<file path="config.mk">
export PLATFORM = sky130hd
export DESIGN_NAME = output_port_allocator
export DESIGN_NICKNAME = d
export VERILOG_FILES = /design/src/rtl/output_port_allocator.sv
export SDC_FILE = /design/constraint.sdc
export NUM_CORES = 1
export LEC_CHECK = 0
export CORE_MARGIN = 3
export CORE_UTILIZATION = 35
export CTS_BUF_LIST = sky130_fd_sc_hd__clkbuf_4 sky130_fd_sc_hd__clkbuf_8
export DETAILED_ROUTE_END_ITERATION = 12
export PLACE_DENSITY = 0.79
export SYNTH_ARGS = -nofsm -noshare
export SYNTH_HDL_FRONTEND = slang
export SYNTH_SLANG_ARGS = --single-unit
</file>
<file path="constraint.sdc">
create_clock -name clk -period 2.1 [get_ports clk]
set_clock_uncertainty 0.1 [all_clocks]
set_input_delay 0.315 -clock clk [delete_from_list [all_inputs] [get_ports clk]]
set_output_delay 0.315 -clock clk [all_outputs]
set_load 0.05 [all_outputs]
</file>
<file path="src/rtl/output_port_allocator.sv">
// Output port allocator for one router output. Input ports compete for the
// output with HEAD flits; the winner (round-robin) holds the output until its
// TAIL flit is forwarded (wormhole switching).
//
// state  | meaning
// -------+---------------------------------------------------------------
// IDLE   | output free, round-robin arbitration among valid HEAD requests
// ACTIVE | output locked to owner_o, forwarding its packet until the TAIL
//
// Ports:
//   clk, rst_n          clock, asynchronous active-low reset
//   req_i               per-port request (head-of-queue flit targets this output)
//   flit_i              flattened head-of-queue flits, port i at [i*FLIT_SIZE +: FLIT_SIZE]
//   downstream_ready_i  downstream accepts flit_o this cycle
//   pop_o               combinational, one-hot or zero: owner's flit consumed
//   flit_o/flit_valid_o registered output flit and its valid
//   owner_o             index of the port holding the output
//   busy_o              FSM is ACTIVE
//   protocol_err_o      one-cycle pulse on an illegal flit sequence
module output_port_allocator #(
  parameter int NUM_OF_PORTS = 5,
  parameter int FLIT_SIZE    = 19
) (
  input  logic                              clk,
  input  logic                              rst_n,
  input  logic [NUM_OF_PORTS-1:0]           req_i,
  input  logic [NUM_OF_PORTS*FLIT_SIZE-1:0] flit_i,
  input  logic                              downstream_ready_i,
  output logic [NUM_OF_PORTS-1:0]           pop_o,
  output logic [FLIT_SIZE-1:0]              flit_o,
  output logic                              flit_valid_o,
  output logic [2:0]                        owner_o,
  output logic                              busy_o,
  output logic                              protocol_err_o
);

  localparam logic [1:0] T_HEAD = 2'd0;
  localparam logic [1:0] T_TAIL = 2'd1;
  localparam logic [1:0] T_NONE = 2'd3;

  typedef enum logic {IDLE, ACTIVE} state_t;

  state_t                state_q, state_d;
  logic [2:0]            rr_ptr_q, rr_ptr_d;
  logic [2:0]            owner_d;
  // Set on grant: the owner's first flit is its (still queued) HEAD, which
  // must be forwarded rather than flagged as a protocol error.
  logic                  head_pend_q, head_pend_d;
  logic [FLIT_SIZE-1:0]  flit_d;
  logic                  valid_d;
  logic                  err_d;

  logic [NUM_OF_PORTS-1:0] eligible;
  logic [NUM_OF_PORTS-1:0] bad_req;
  logic                    found_hi, found_any;
  logic [2:0]              win_hi, win_any;
  logic [FLIT_SIZE-1:0]    own_flit;
  logic                    own_req;
  logic                    pop;

  // Eligibility and round-robin search: the lowest eligible index above
  // rr_ptr wins; failing that, the lowest eligible index overall (wrap).
  always_comb begin
    eligible  = '0;
    bad_req   = '0;
    found_hi  = 1'b0;
    found_any = 1'b0;
    win_hi    = '0;
    win_any   = '0;
    for (int i = 0; i < NUM_OF_PORTS; i++) begin
      eligible[i] = req_i[i] && flit_i[i*FLIT_SIZE + FLIT_SIZE-1] &&
                    (flit_i[i*FLIT_SIZE + FLIT_SIZE-2 -: 2] == T_HEAD);
      bad_req[i]  = req_i[i] && flit_i[i*FLIT_SIZE + FLIT_SIZE-1] &&
                    (flit_i[i*FLIT_SIZE + FLIT_SIZE-2 -: 2] != T_HEAD);
      if (eligible[i] && !found_hi && (3'(i) > rr_ptr_q)) begin
        found_hi = 1'b1;
        win_hi   = 3'(i);
      end
      if (eligible[i] && !found_any) begin
        found_any = 1'b1;
        win_any   = 3'(i);
      end
    end
  end

  always_comb begin
    own_flit = '0;
    own_req  = 1'b0;
    for (int i = 0; i < NUM_OF_PORTS; i++) begin
      if (owner_o == 3'(i)) begin
        own_flit = flit_i[i*FLIT_SIZE +: FLIT_SIZE];
        own_req  = req_i[i];
      end
    end
  end

  always_comb begin
    state_d     = state_q;
    rr_ptr_d    = rr_ptr_q;
    owner_d     = owner_o;
    head_pend_d = head_pend_q;
    flit_d      = flit_o;
    valid_d     = flit_valid_o;
    err_d       = 1'b0;
    pop         = 1'b0;

    case (state_q)
      IDLE: begin
        if (found_any) begin
          state_d     = ACTIVE;
          owner_d     = found_hi ? win_hi : win_any;
          head_pend_d = 1'b1;
        end else if (|bad_req) begin
          err_d = 1'b1;
        end
      end
      ACTIVE: begin
        // Invalid or NONE-typed owner flits are simply not requests.
        if (own_req && own_flit[FLIT_SIZE-1] &&
            (own_flit[FLIT_SIZE-2 -: 2] != T_NONE)) begin
          if ((own_flit[FLIT_SIZE-2 -: 2] == T_HEAD) && !head_pend_q) begin
            err_d = 1'b1;
          end else if (!flit_valid_o || downstream_ready_i) begin
            pop = 1'b1;
          end
        end
      end
      default: state_d = IDLE;
    endcase

    if (pop) begin
      flit_d      = own_flit;
      valid_d     = 1'b1;
      head_pend_d = 1'b0;
      if (own_flit[FLIT_SIZE-2 -: 2] == T_TAIL) begin
        state_d  = IDLE;
        rr_ptr_d = owner_o;
      end
    end else if (downstream_ready_i) begin
      valid_d = 1'b0;
    end
  end

  always_comb begin
    pop_o = '0;
    for (int i = 0; i < NUM_OF_PORTS; i++) begin
      pop_o[i] = pop && (owner_o == 3'(i));
    end
  end

  always_ff @(posedge clk or negedge rst_n) begin
    if (!rst_n) begin
      state_q        <= IDLE;
      rr_ptr_q       <= 3'(NUM_OF_PORTS-1);
      owner_o        <= '0;
      head_pend_q    <= 1'b0;
      flit_o         <= '0;
      flit_valid_o   <= 1'b0;
      protocol_err_o <= 1'b0;
    end else begin
      state_q        <= state_d;
      rr_ptr_q       <= rr_ptr_d;
      owner_o        <= owner_d;
      head_pend_q    <= head_pend_d;
      flit_o         <= flit_d;
      flit_valid_o   <= valid_d;
      protocol_err_o <= err_d;
    end
  end

  assign busy_o = (state_q == ACTIVE);

endmodule

</file>
==> results by group <==
Status
  • Run status: finished with violations
  • Violations in the final reports: negative setup slack

Pwr
  • Leakage: approximately 1.8 nW
  • Power share of the combinational group: 74.3%
  • Fraction of power consumed by the clock network: under 10%
  • Largest voltage drop on the vdd net: 0.916 mV
  • Sequential cell fraction of total power: between 10% and 20%
  • NetSw: approximately 2.6 mW
  • Internal power: between 3 and 4 mW
  • Sw Share: 43.9%
  • Power density over the cells: 1360 nW/µm²

Setup path
  • Delay of the slowest cell on the worst path: 0.51 ns
  • Cell chain of the critical path: mux2i_2, o22ai_4, a211o_1, o211a_4, and3_4, buf_12
  • Critical path capture point type: output port
  • Arrival time at the worst endpoint: 2.15 ns
  • Req. time, crit path: between 1.5 and 2 ns
  • Critical setup path kind: register to output port
  • Worst reg2reg path depth: 8
  • Cell type of the slowest stage on the worst timing path: sky130_fd_sc_hd__dfrtp_2
  • Max Fanout on Critical Path: 7
  • Element type at the critical path start: register

Yosys
  • Dominant cell type by area after synthesis: sky130_fd_sc_hd__dfrtp_1
  • Flip-flop cell with the highest count after synthesis: sky130_fd_sc_hd__dfrtp_1
  • Synthesized flop and latch total: 29
  • Count of cell types in the netlist: 50
  • Gate count of the mapped netlist: roughly 190
  • Number of warnings reported in the yosys synthesis log: 0
  • Post-synthesis async set-or-reset flop share: 100%
  • Cell area after synthesis: ~2200 µm²
  • Portion of synthesized cell area occupied by the leading cell type: a little under a third
  • Synth Net Count: slightly below 300
  • EDFF count, synth: 0
  • Sequential area share after synthesis: about a third
  • Top area cells in the synthesized netlist: sky130_fd_sc_hd__dfrtp_1, sky130_fd_sc_hd__mux4_2, sky130_fd_sc_hd__mux2_4
  • Mean Syn Cell Area: 11.8 µm²

STA
  • Period utilization: 122%
  • Relative slew slack: 64.2%
  • Number of hold-slack violations in the final timing report: 0
  • Peak clock frequency supported by timing: ~390 MHz
  • Min setup slack post-route: -0.465 ns
  • Transition time at the pin with the least slew margin: between 0.5 and 0.6 ns
  • Clock period minus worst slack: 2.57 ns
  • Pins Over Slew Limit: 0
  • Final setup violation count: 31
  • Setup repair after global routing missed its margin: yes
  • Worst hold slack across all endpoints: around 0.33 ns

CTS
  • Clock insertion delay at the later pin of the skew report: about 0.27 ns
  • Clock-pin slew of the registers on the worst-case setup and hold paths: approximately 0.060 ns
  • Clock Tree Root: sky130_fd_sc_hd__clkbuf_8
  • Number of buffers created by CTS: 5
  • Clock tree from TritonCTS: done
  • CTS H-tree depth: 2
  • Maximum count of clock buffers along a single path: 2
  • Post-CTS Hold Buffers: 0
  • Clock Sink Count: 29

Drt
  • Routed via count divided by cell count: 5.52
  • Via total after detailed routing: between 2000 and 2500
  • Residual DRC count: 0
  • First DRT Iteration DRCs: 99
  • Final wirelength: 8490 µm
  • Post-DR wirelength/cell: approximately 19 µm
  • DRT Pass-1 Iters: 4
  • Final ANT Viol Nets: 0

Final layout
  • Final Instance Count excl. Fillers: 444
  • Layout net count: between 400 and 500
  • Filler cells: roughly 440
  • Area Overhead vs Synth: 94.1%
  • Most common library cell in the layout ignoring fill and taps: sky130_fd_sc_hd__clkdlybuf4s50_1
  • Commonest cells after routing, fill and taps aside: sky130_fd_sc_hd__clkdlybuf4s50_1, sky130_fd_sc_hd__buf_4, sky130_fd_sc_hd__dfrtp_1
  • Fraction of layout instances using a drive strength above 1: between 30% and 40%
  • Number of antenna cells inserted: 0

Global routing
  • Met2 Track Usage GR: slightly below 40%
  • Wire length of the first global-routing pass: between 10000 and 15000 µm
  • Met1 Usage GRT: about 26%
  • GR peak layer: met2
  • Via count of the first global-routing pass: between 2000 and 3000
  • GR Layer Usage met3: under 10%
  • Overall Global Routing Usage: around 22%
  • Residual overflow from global routing: 0
  • Maximum number of pins on one net before global-route repair: 30
  • Antenna violations before repair: 0

Floorplan
  • Die span in y: approximately 86 µm
  • Overall die area: 7320 µm²
  • Die width: ~86 µm
  • Initial Util: around 37%
  • Num rows: 28
  • Placeable core region: about 6000 µm²
  • Number of primary I/O pins: 133

Placed design
  • Placer Congestion: between 0.9 and 1
  • Total half-perimeter wirelength after legalization and detailed placement: 6220 µm
  • Number of instances in the placed design: roughly 430
  • Number of input and output port buffers inserted: 132

Hold path
  • Path category of the worst min-delay check: input pin to asynchronous set/reset pin

Job
  • Number of max-cap violations: 0
[metrics by stage]
stage | instance area, µm² | worst slack (ns) | total power [mW] | utilization (%) | setup TNS, ns
after floorplan | 2260 | -0.574 | 3.54 | - | -6.41
after global placement | 3970 | -0.525 | 4.82 | 65.9 | -10.91
after detailed placement | 3970 | -0.542 | 4.85 | 65.9 | -12.18
after CTS | 4200 | -0.456 | 5.64 | 69.7 | -7.17
after global routing | 4300 | -0.545 | 6.14 | 71.3 | -13.53
final | 4300 | -0.465 | 5.84 | 71.3 | -12.02
[critical path: cells and delay by family (launching register included)]
family / cells / cell delay [ns]
buffers and inverters: 1 / 0.14
multiplexers: 1 / 0.32
flip-flops: 1 / 0.51
AND/OR/NAND/NOR: 1 / 0.18
AO/OA/AOI/OAI: 3 / 0.71
[power by group through the flow]
stage | Sequential (mW) | Clock, mW | Combinational, mW
2_1_floorplan | 1.77 | 0 | 1.78
3_3_place_gp | 1.01 | 0 | 3.81
3_5_place_dp | 1.02 | 0 | 3.83
4_1_cts | 1.01 | 0.483 | 4.14
5_1_grt | 1.06 | 0.514 | 4.56
6_report | 1.03 | 0.474 | 4.34
[logic make-up (layout without fill, tap and decap cells)]
| group | after synthesis | after routing | synth area share [%] |
|---|---|---|---|
| mux | 43 | 43 | 31.8 |
| simple gates | 46 | 46 | 12.2 |
| buf+inv | 19 | 199 | 5.31 |
| compound gates | 51 | 52 | 17.9 |
| flops | 29 | 29 | 32.8 |
[routing by layer]
| layer | wire length (µm) | vias to the layer above |
|---|---|---|
| met5 | 0 | - |
| met4 | 251 | 0 |
| met3 | 665 | 22 |
| met2 | 4430 | 145 |
| met1 | 3140 | 1168 |
| li1 | - | 1118 |
[final timing paths]
kind | startpoint | to | slack (ns)
worst min-delay path | rst_n | flit_o[8] | 0.33
max in group asynchronous | rst_n | rr_ptr_q[2] | 1.25
worst max register to register | owner_o[1] | flit_o[7] | -0.45
min in group clk | flit_o[18] | flit_o[18] | 0.36
worst min register to register | flit_o[18] | flit_o[18] | 0.36
worst max-delay path | owner_o[1] | pop_o[2] | -0.47
[synthesized netlist by cell type, types with 2 or more instances]
master                      instances
sky130_fd_sc_hd__mux2_4            13
sky130_fd_sc_hd__clkbuf_1           4
sky130_fd_sc_hd__nand3_1            4
sky130_fd_sc_hd__inv_1              5
sky130_fd_sc_hd__nor3b_1            2
sky130_fd_sc_hd__nor4bb_1           3
sky130_fd_sc_hd__mux2_2             6
sky130_fd_sc_hd__o22ai_1            3
sky130_fd_sc_hd__dfrtp_1           28
sky130_fd_sc_hd__nor2_1            13
sky130_fd_sc_hd__and3_1             2
sky130_fd_sc_hd__nand2b_1           3
sky130_fd_sc_hd__a22o_1            16
sky130_fd_sc_hd__buf_2              3
sky130_fd_sc_hd__mux2i_1            8
sky130_fd_sc_hd__o211ai_1           5
sky130_fd_sc_hd__buf_6              3
sky130_fd_sc_hd__buf_1              2
sky130_fd_sc_hd__a31oi_1            3
sky130_fd_sc_hd__nand2_1            5
sky130_fd_sc_hd__a21oi_1            4
sky130_fd_sc_hd__o21ai_0            5
sky130_fd_sc_hd__nand3b_1           2
sky130_fd_sc_hd__and2_1             2
sky130_fd_sc_hd__mux4_2            16
sky130_fd_sc_hd__nand4bb_1          3
sky130_fd_sc_hd__nor2b_1            2
[timing repair]
action / CTS / global route
endpoints found under the hold margin: 0 / 0
buffers inserted: 7 / 3
resized for setup: 22 / 13
cloned: 1 / 0
pin swaps: 7 / 7
endpoints found under the setup margin: 24 / 34
[flip-flops by register name (all words and copies together) (netlist names)]
signal	count
flit_o	19
owner_o	3
rr_ptr_q	3
busy_o	1
flit_valid_o	1
head_pend_q	1
protocol_err_o	1
[layout make-up]
cell class / instances / area (µm²) / area share [%]
repair buffers: 186 / 1820 / 42.4
multi-input cells: 141 / 1540 / 35.8
flip-flops and latches: 29 / 731 / 17.0
well taps: 75 / 93.8 / 2.18
clock buffers: 8 / 91.3 / 2.13
inverters: 5 / 18.8 / 0.437
No activity file was read; power rests on OpenSTA's default activity.
